<file path="src/rtl/dma_burst_gen.sv">
// dma_burst_gen: splits a DMA job (start address, length) into AXI INCR write
// address bursts that never cross a MAX_BL-beat or 4 KB boundary. It bounds the
// number of bursts awaiting B responses and records response errors.
// Latency: first burst is presented the cycle after job acceptance; addr/len
// update on every AW handshake.
// Backpressure: axvalid holds axaddr/axlen stable until axready; new bursts are
// stalled while OST_MAX bursts are outstanding.
// Optional feature macro: DMA_TIMEOUT_EN (progress watchdog, sets dma_err[3]).
// Ports: clk/reset_n; job handshake dma_valid/dma_ready with dma_sa/dma_len;
// dma_irq (DONE) / dma_irq_w1c; dma_err; AW channel ax*; B snoop usr_b*.
module dma_burst_gen #(
  parameter int AXI_DW  = 128,
  parameter int AXI_AW  = 32,
  parameter int AXI_IW  = 8,
  parameter int AXI_LW  = 8,
  parameter int AXID    = 1,
  parameter int MAX_BL  = 16,
  parameter int OST_MAX = 4,
  parameter int TO_CYC  = 65535
) (
  input  logic              clk,
  input  logic              reset_n,
  input  logic              dma_valid,
  output logic              dma_ready,
  input  logic [31:0]       dma_sa,
  input  logic [31:0]       dma_len,
  input  logic              dma_irq_w1c,
  output logic              dma_irq,
  output logic [3:0]        dma_err,
  output logic [AXI_IW-1:0] axid,
  output logic [AXI_AW-1:0] axaddr,
  output logic [AXI_LW-1:0] axlen,
  output logic [2:0]        axsize,
  output logic [1:0]        axburst,
  output logic              axvalid,
  input  logic              axready,
  input  logic [AXI_IW-1:0] usr_bid,
  input  logic [1:0]        usr_bresp,
  input  logic              usr_bvalid,
  input  logic              usr_bready
);

  localparam int L  = $clog2(AXI_DW / 8);
  localparam int BL = $clog2(MAX_BL);
  localparam int WW = 32 - L;  // word-address / word-length width
  localparam int OW = 8;

  typedef enum logic [1:0] {IDLE, BUSY, RESP, DONE} state_t;

  state_t        state_q, state_d;
  logic [WW-1:0] addr_q, addr_d;
  logic [WW-1:0] len_q, len_d;
  logic [OW-1:0] ost_q, ost_d;
  logic [3:0]    err_q, err_d;

  logic          ax_hs, b_hs, b_cnt, last_burst;
  logic [WW:0]   room, len_x, beats;
  logic [31:0]   byte_addr;

  // Sub-word address/length bits are intentionally ignored.
  logic unused_low_bits;
  assign unused_low_bits = ^{dma_sa[L-1:0], dma_len[L-1:0]};

  assign ax_hs = axvalid && axready;
  assign b_hs  = usr_bvalid && usr_bready;
  // Responses with nothing outstanding never decrement the counter.
  assign b_cnt = b_hs && (ost_q != '0);

  // Beats left before the next MAX_BL-aligned boundary; since
  // MAX_BL*AXI_DW/8 <= 4096 this also keeps bursts inside a 4 KB page.
  assign room       = (WW+1)'(MAX_BL) - (WW+1)'(addr_q[BL-1:0]);
  assign len_x      = {1'b0, len_q};
  assign beats      = (len_x < room) ? len_x : room;
  assign last_burst = ax_hs && (len_x <= room);

  assign byte_addr = {addr_q, {L{1'b0}}};
  assign axaddr    = byte_addr[AXI_AW-1:0];
  assign axlen     = AXI_LW'(beats - (WW+1)'(1));
  assign axsize    = 3'(L);
  assign axburst   = 2'b01;
  assign axid      = AXI_IW'(AXID);
  assign dma_err   = err_q;

`ifdef DMA_TIMEOUT_EN
  // Watchdog: counts cycles without AW/B progress while a job is in flight.
  logic [31:0] to_q, to_d;
  logic        to_active, to_fire;

  always_comb begin
    to_active = (state_q == BUSY) || (state_q == RESP);
    to_fire   = to_active && !ax_hs && !b_hs && ((to_q + 32'd1) == 32'(TO_CYC));
    to_d      = (to_active && !ax_hs && !b_hs) ? to_q + 32'd1 : '0;
  end

  always_ff @(posedge clk or negedge reset_n) begin
    if (!reset_n) to_q <= '0;
    else          to_q <= to_d;
  end
`else
  logic to_fire;
  assign to_fire = 1'b0;
`endif

  // State register
  always_ff @(posedge clk or negedge reset_n) begin
    if (!reset_n) state_q <= IDLE;
    else          state_q <= state_d;
  end

  // Next-state logic
  always_comb begin
    state_d = state_q;
    case (state_q)
      IDLE: if (dma_valid && (dma_len[31:L] != '0)) state_d = BUSY;
      BUSY: begin
        if (to_fire)         state_d = DONE;
        else if (last_burst) state_d = (ost_d != '0) ? RESP : DONE;
      end
      RESP: if (to_fire || (ost_d == '0)) state_d = DONE;
      DONE: if (dma_irq_w1c) state_d = IDLE;
      default: state_d = IDLE;
    endcase
  end

  // Output logic
  always_comb begin
    dma_ready = 1'b0;
    dma_irq   = 1'b0;
    axvalid   = 1'b0;
    case (state_q)
      IDLE:    dma_ready = 1'b1;
      BUSY:    axvalid   = (ost_q < OW'(OST_MAX));
      DONE:    dma_irq   = 1'b1;
      default: ;
    endcase
  end

  // Datapath: address/length/outstanding/error
  always_comb begin
    addr_d = addr_q;
    len_d  = len_q;
    err_d  = err_q;
    ost_d  = ost_q + OW'(ax_hs) - OW'(b_cnt);

    if (state_q == IDLE && state_d == BUSY) begin
      addr_d = dma_sa[31:L];
      len_d  = dma_len[31:L];
    end else if (ax_hs) begin
      addr_d = addr_q + beats[WW-1:0];
      len_d  = len_q - beats[WW-1:0];
    end

`ifdef DMA_TIMEOUT_EN
    // Bursts abandoned by a timeout may never be answered.
    if (state_q == DONE && dma_irq_w1c) ost_d = '0;
`endif

    if (state_q == DONE && dma_irq_w1c) begin
      err_d = '0;
    end else begin
      if (b_hs && (err_q[1:0] == 2'b00)) err_d[1:0] = usr_bresp;
      if (b_hs && (usr_bid != AXI_IW'(AXID))) err_d[2] = 1'b1;
      if (to_fire) err_d[3] = 1'b1;
    end
  end

  always_ff @(posedge clk or negedge reset_n) begin
    if (!reset_n) begin
      addr_q <= '0;
      len_q  <= '0;
      ost_q  <= '0;
      err_q  <= '0;
    end else begin
      addr_q <= addr_d;
      len_q  <= len_d;
      ost_q  <= ost_d;
      err_q  <= err_d;
    end
  end

endmodule

</file>
<file path="config.mk">
export PLATFORM = sky130hd
export DESIGN_NAME = dma_burst_gen
export DESIGN_NICKNAME = d
export VERILOG_FILES = /design/src/rtl/dma_burst_gen.sv
export SDC_FILE = /design/constraint.sdc
export NUM_CORES = 1
export LEC_CHECK = 0
export ABC_AREA = 1
export BUFFER_PORTS_ARGS = -buffer_cell sky130_fd_sc_hd__buf_2
export CAP_MARGIN = 10
export CORE_ASPECT_RATIO = 2
export CORE_UTILIZATION = 35
export CTS_CLUSTER_DIAMETER = 80
export CTS_CLUSTER_SIZE = 12
export DETAILED_ROUTE_END_ITERATION = 8
export SKIP_CTS_REPAIR_TIMING = 1
export SLEW_MARGIN = 10
export SYNTH_ARGS = -nofsm -noshare
export SYNTH_HDL_FRONTEND = slang
export SYNTH_SLANG_ARGS = --single-unit
</file>
<file path="constraint.sdc">
create_clock -name clk -period 7.94 [get_ports clk]
set_input_delay 1.985 -clock clk [delete_from_list [all_inputs] [get_ports clk]]
set_output_delay 1.985 -clock clk [all_outputs]
set_load 0.03 [all_outputs]
</file>
==> results.md <==
* Main synth FF type: dfrtp_1
* CTS max path bufs at 2
* Post-Route WL at 21300 um
* DR WL/cell at 16.3 um
* Die X at 98.2 um
* Synth top area cells: dfrtp_1, nand2_1, ha_1, inv_1, nand3_1
* Largest net degree at the start of global routing at 70
* Later-pin clock latency in the skew report at 350 ps
* Synthesized cell area at 6480 um2
* Worst path bufs/invs at 4
* GRT met1 Usage at 0.202
* Commonest cells in the netlist: nand2_1, inv_1, nor2_1, nand3_1, dfrtp_1
* Vias after detailed routing at 6797
* CTS buffer count at 9
* M3 GR Usage at 0.0396
* Vias per Instance at 5.20
* Die area at 19100 um2
* Family with the most delay on the worst path: compound AO/OA/AOI/OAI gates
* CTS tree: built
* Violated checks: design-rule violations
* Startpoint Class: flip-flop
* Global placer's final weighted congestion at 0.982
* Slew @ Worst Pin at 978 ps
* Synth cell types at 52
* Fin crit share at 0.711
* Leakage at 0.00404 uW
* Arrival time worst endpoint at 3660 ps
* Most frequent CP cell: inv_1
* Antenna diodes at 0
* Routed Antenna Nets at 0
* Gr ovfl total at 0
* Avg Synthesized Cell Area at 6.82 um2
* Post-route DRC at 6
* Ports at 141
* Initial antenna violation count at 0
* Post-synthesis sequential area ratio at 0.266
* Max-cap violations at 0
* Final setup vio count at 0
* Worst setup EP type: primary output
* Initial drt markers at 235
* Ys async rst share at 1.00
* Share of layout cells above drive strength 1 at 0.166
* Total core area at 18200 um2
* Flops & latches, synth at 69
* Pwr per Cell Area at 472 nW/um2
* Gr usage total at 0.233
* Status: finished with violations
* Min Tclk post-route at 5640 ps
* Synth top area share at 0.266
* Rows at 70
* Top-count cell post-synth: nand2_1
* Final Hold Vio Count at 0
* P&R area growth vs syn at 17.6%
* Layout fillers at 2008
* Hold WC Path Type: flip-flop to flip-flop
* First-pass GRT wire length at 34000 um
* Clock slew at reported path FFs at 60 ps
* Max FO, Critical Path at 9
* Fin Clk Skew at 8.22 ps
* Clk sinks at 69
* CP peak stage delay at 530 ps
* Synth area leader: dfrtp_1
* Port Buffer Count at 114
* CP max-delay cell: o21ai_0
* Setup_tns at 0 ps
* Synthesized instance count at 950
* Die height at 194 um
* Kind of critical path: flip-flop to primary output
* YS warnings at 0
* RSZ-0062 raised after global routing: false
* Initial core utilization at 0.356
* H-tree Lvls at 3
* Max-slew violation count at 0
* GRT busiest layer: met2
* GRT met2 Usage at 0.453
* Max Clock Freq at 177 MHz
* Final #Nets at 1218
* EDFF count, synth at 0
* Critical-path cell list: inv_1, ha_1, nand3_1, ha_1, nand2_1, o21bai_1, nand3_4, inv_1, o21ai_0, inv_1, nand3_1, xnor2_1, buf_2
* CTS root buffer: clkbuf_16
* Post-DP HPWL at 17100 um
* Post-place setup slack at 2510 ps
* Max IR drop VDD at 328 uV
* Req. time, crit path at 5960 ps
* Vias in the first global route at 6945
* Pre-antenna DRT Iters at 9
* Slew HR at 0.348
* Setup ws final at 2300 ps
==> routing by layer <==
layer  wire length (um)  share of wire  vias to the layer above
li1                   -              -                     3382
met2              11900           0.56                      199
met4               1690          0.079                        0
met5                  0              0                        -
met3                804          0.038                       80
met1               6900           0.32                     3136
==> layout make-up <==
class / instances / area (um2) / share of cell area
multi-input combinational: 738 / 4150 / 0.544
sequential: 69 / 1730 / 0.227
tap: 216 / 270 / 0.0355
inverter: 146 / 548 / 0.0719
clock buffer: 11 / 233 / 0.0305
timing repair buffer: 121 / 623 / 0.0817
clock inverter: 5 / 75.1 / 0.00985
==> report_power, final <==
part           internal [uW]  switching [uW]  leakage (uW)
Combinational            807            1650       0.00305
Clock                    274             166      0.000153
Sequential               523             185      0.000835
Total                   1600            2000       0.00404
==> placed cells by master (no fill, tap or decap), types with 4 or more instances in the layout <==
cell type / n
nand2_1: 226
inv_1: 136
buf_2: 114
nor2_1: 80
nand3_1: 71
dfrtp_1: 69
a21oi_1: 49
ha_1: 49
conb_1: 39
o21ai_0: 36
nand4_1: 19
nor3_1: 18
xor2_1: 13
a22o_1: 13
o221ai_1: 12
nand2_2: 10
a31oi_1: 10
o211ai_1: 9
clkbuf_16: 9
inv_2: 8
nor2_2: 7
o21a_1: 7
nor4_1: 7
nand3b_1: 7
buf_4: 7
o21bai_1: 5
nand2_4: 5
nand3_2: 5
o22ai_1: 4
a21o_1: 4
==> worst min-delay path, stage by stage, from the launching register on <==
cell and delay [ps]:
dfrtp_1 380, inv_1 60, a21oi_1 50
==> path summary, 6_finish.rpt <==
kind / startpoint / endpoint / slack, ps / depth (start not counted)
max in group asynchronous: reset_n / ost_q[7] / 5430 / 2
max: addr_q[0] / axlen[4] / 2300 / 13
min: dma_err[2] / dma_err[2] / 530 / 2
min reg2reg: dma_err[2] / dma_err[2] / 530 / 2
min in group asynchronous: reset_n / addr_q[23] / 1880 / 2
max reg2reg: addr_q[0] / len_q[19] / 3150 / 26
==> flip-flops by register name, indices dropped and copies added (netlist names) <==
signal,flops
ost_q,8
state_q,2
len_q,28
addr_q,28
dma_err,3
==> through the flow <==
stage | instances | utilization | power (uW) | hold WS, ps | cell area [um2]
after floorplan | 987 | - | 2480 | 488 | 6620
after global placement | 1290 | 0.402 | 3080 | 507 | 7310
after detailed placement | 1290 | 0.402 | 3110 | 519 | 7310
after CTS | 1306 | 0.418 | 3560 | 530 | 7620
after global routing | 1306 | 0.418 | 3930 | 557 | 7620
final | 1306 | 0.418 | 3600 | 526 | 7620
==> kinds of logic after synthesis <==
group / Yosys count / synth area share
buf+inv: 180 / 0.115
xor+xnor: 15 / 0.0203
other cells: 2 / 0.00116
compound gates: 164 / 0.162
fa+ha+maj: 52 / 0.104
simple gates: 468 / 0.331
flops: 69 / 0.266
(Power assumes the default switching activity.)
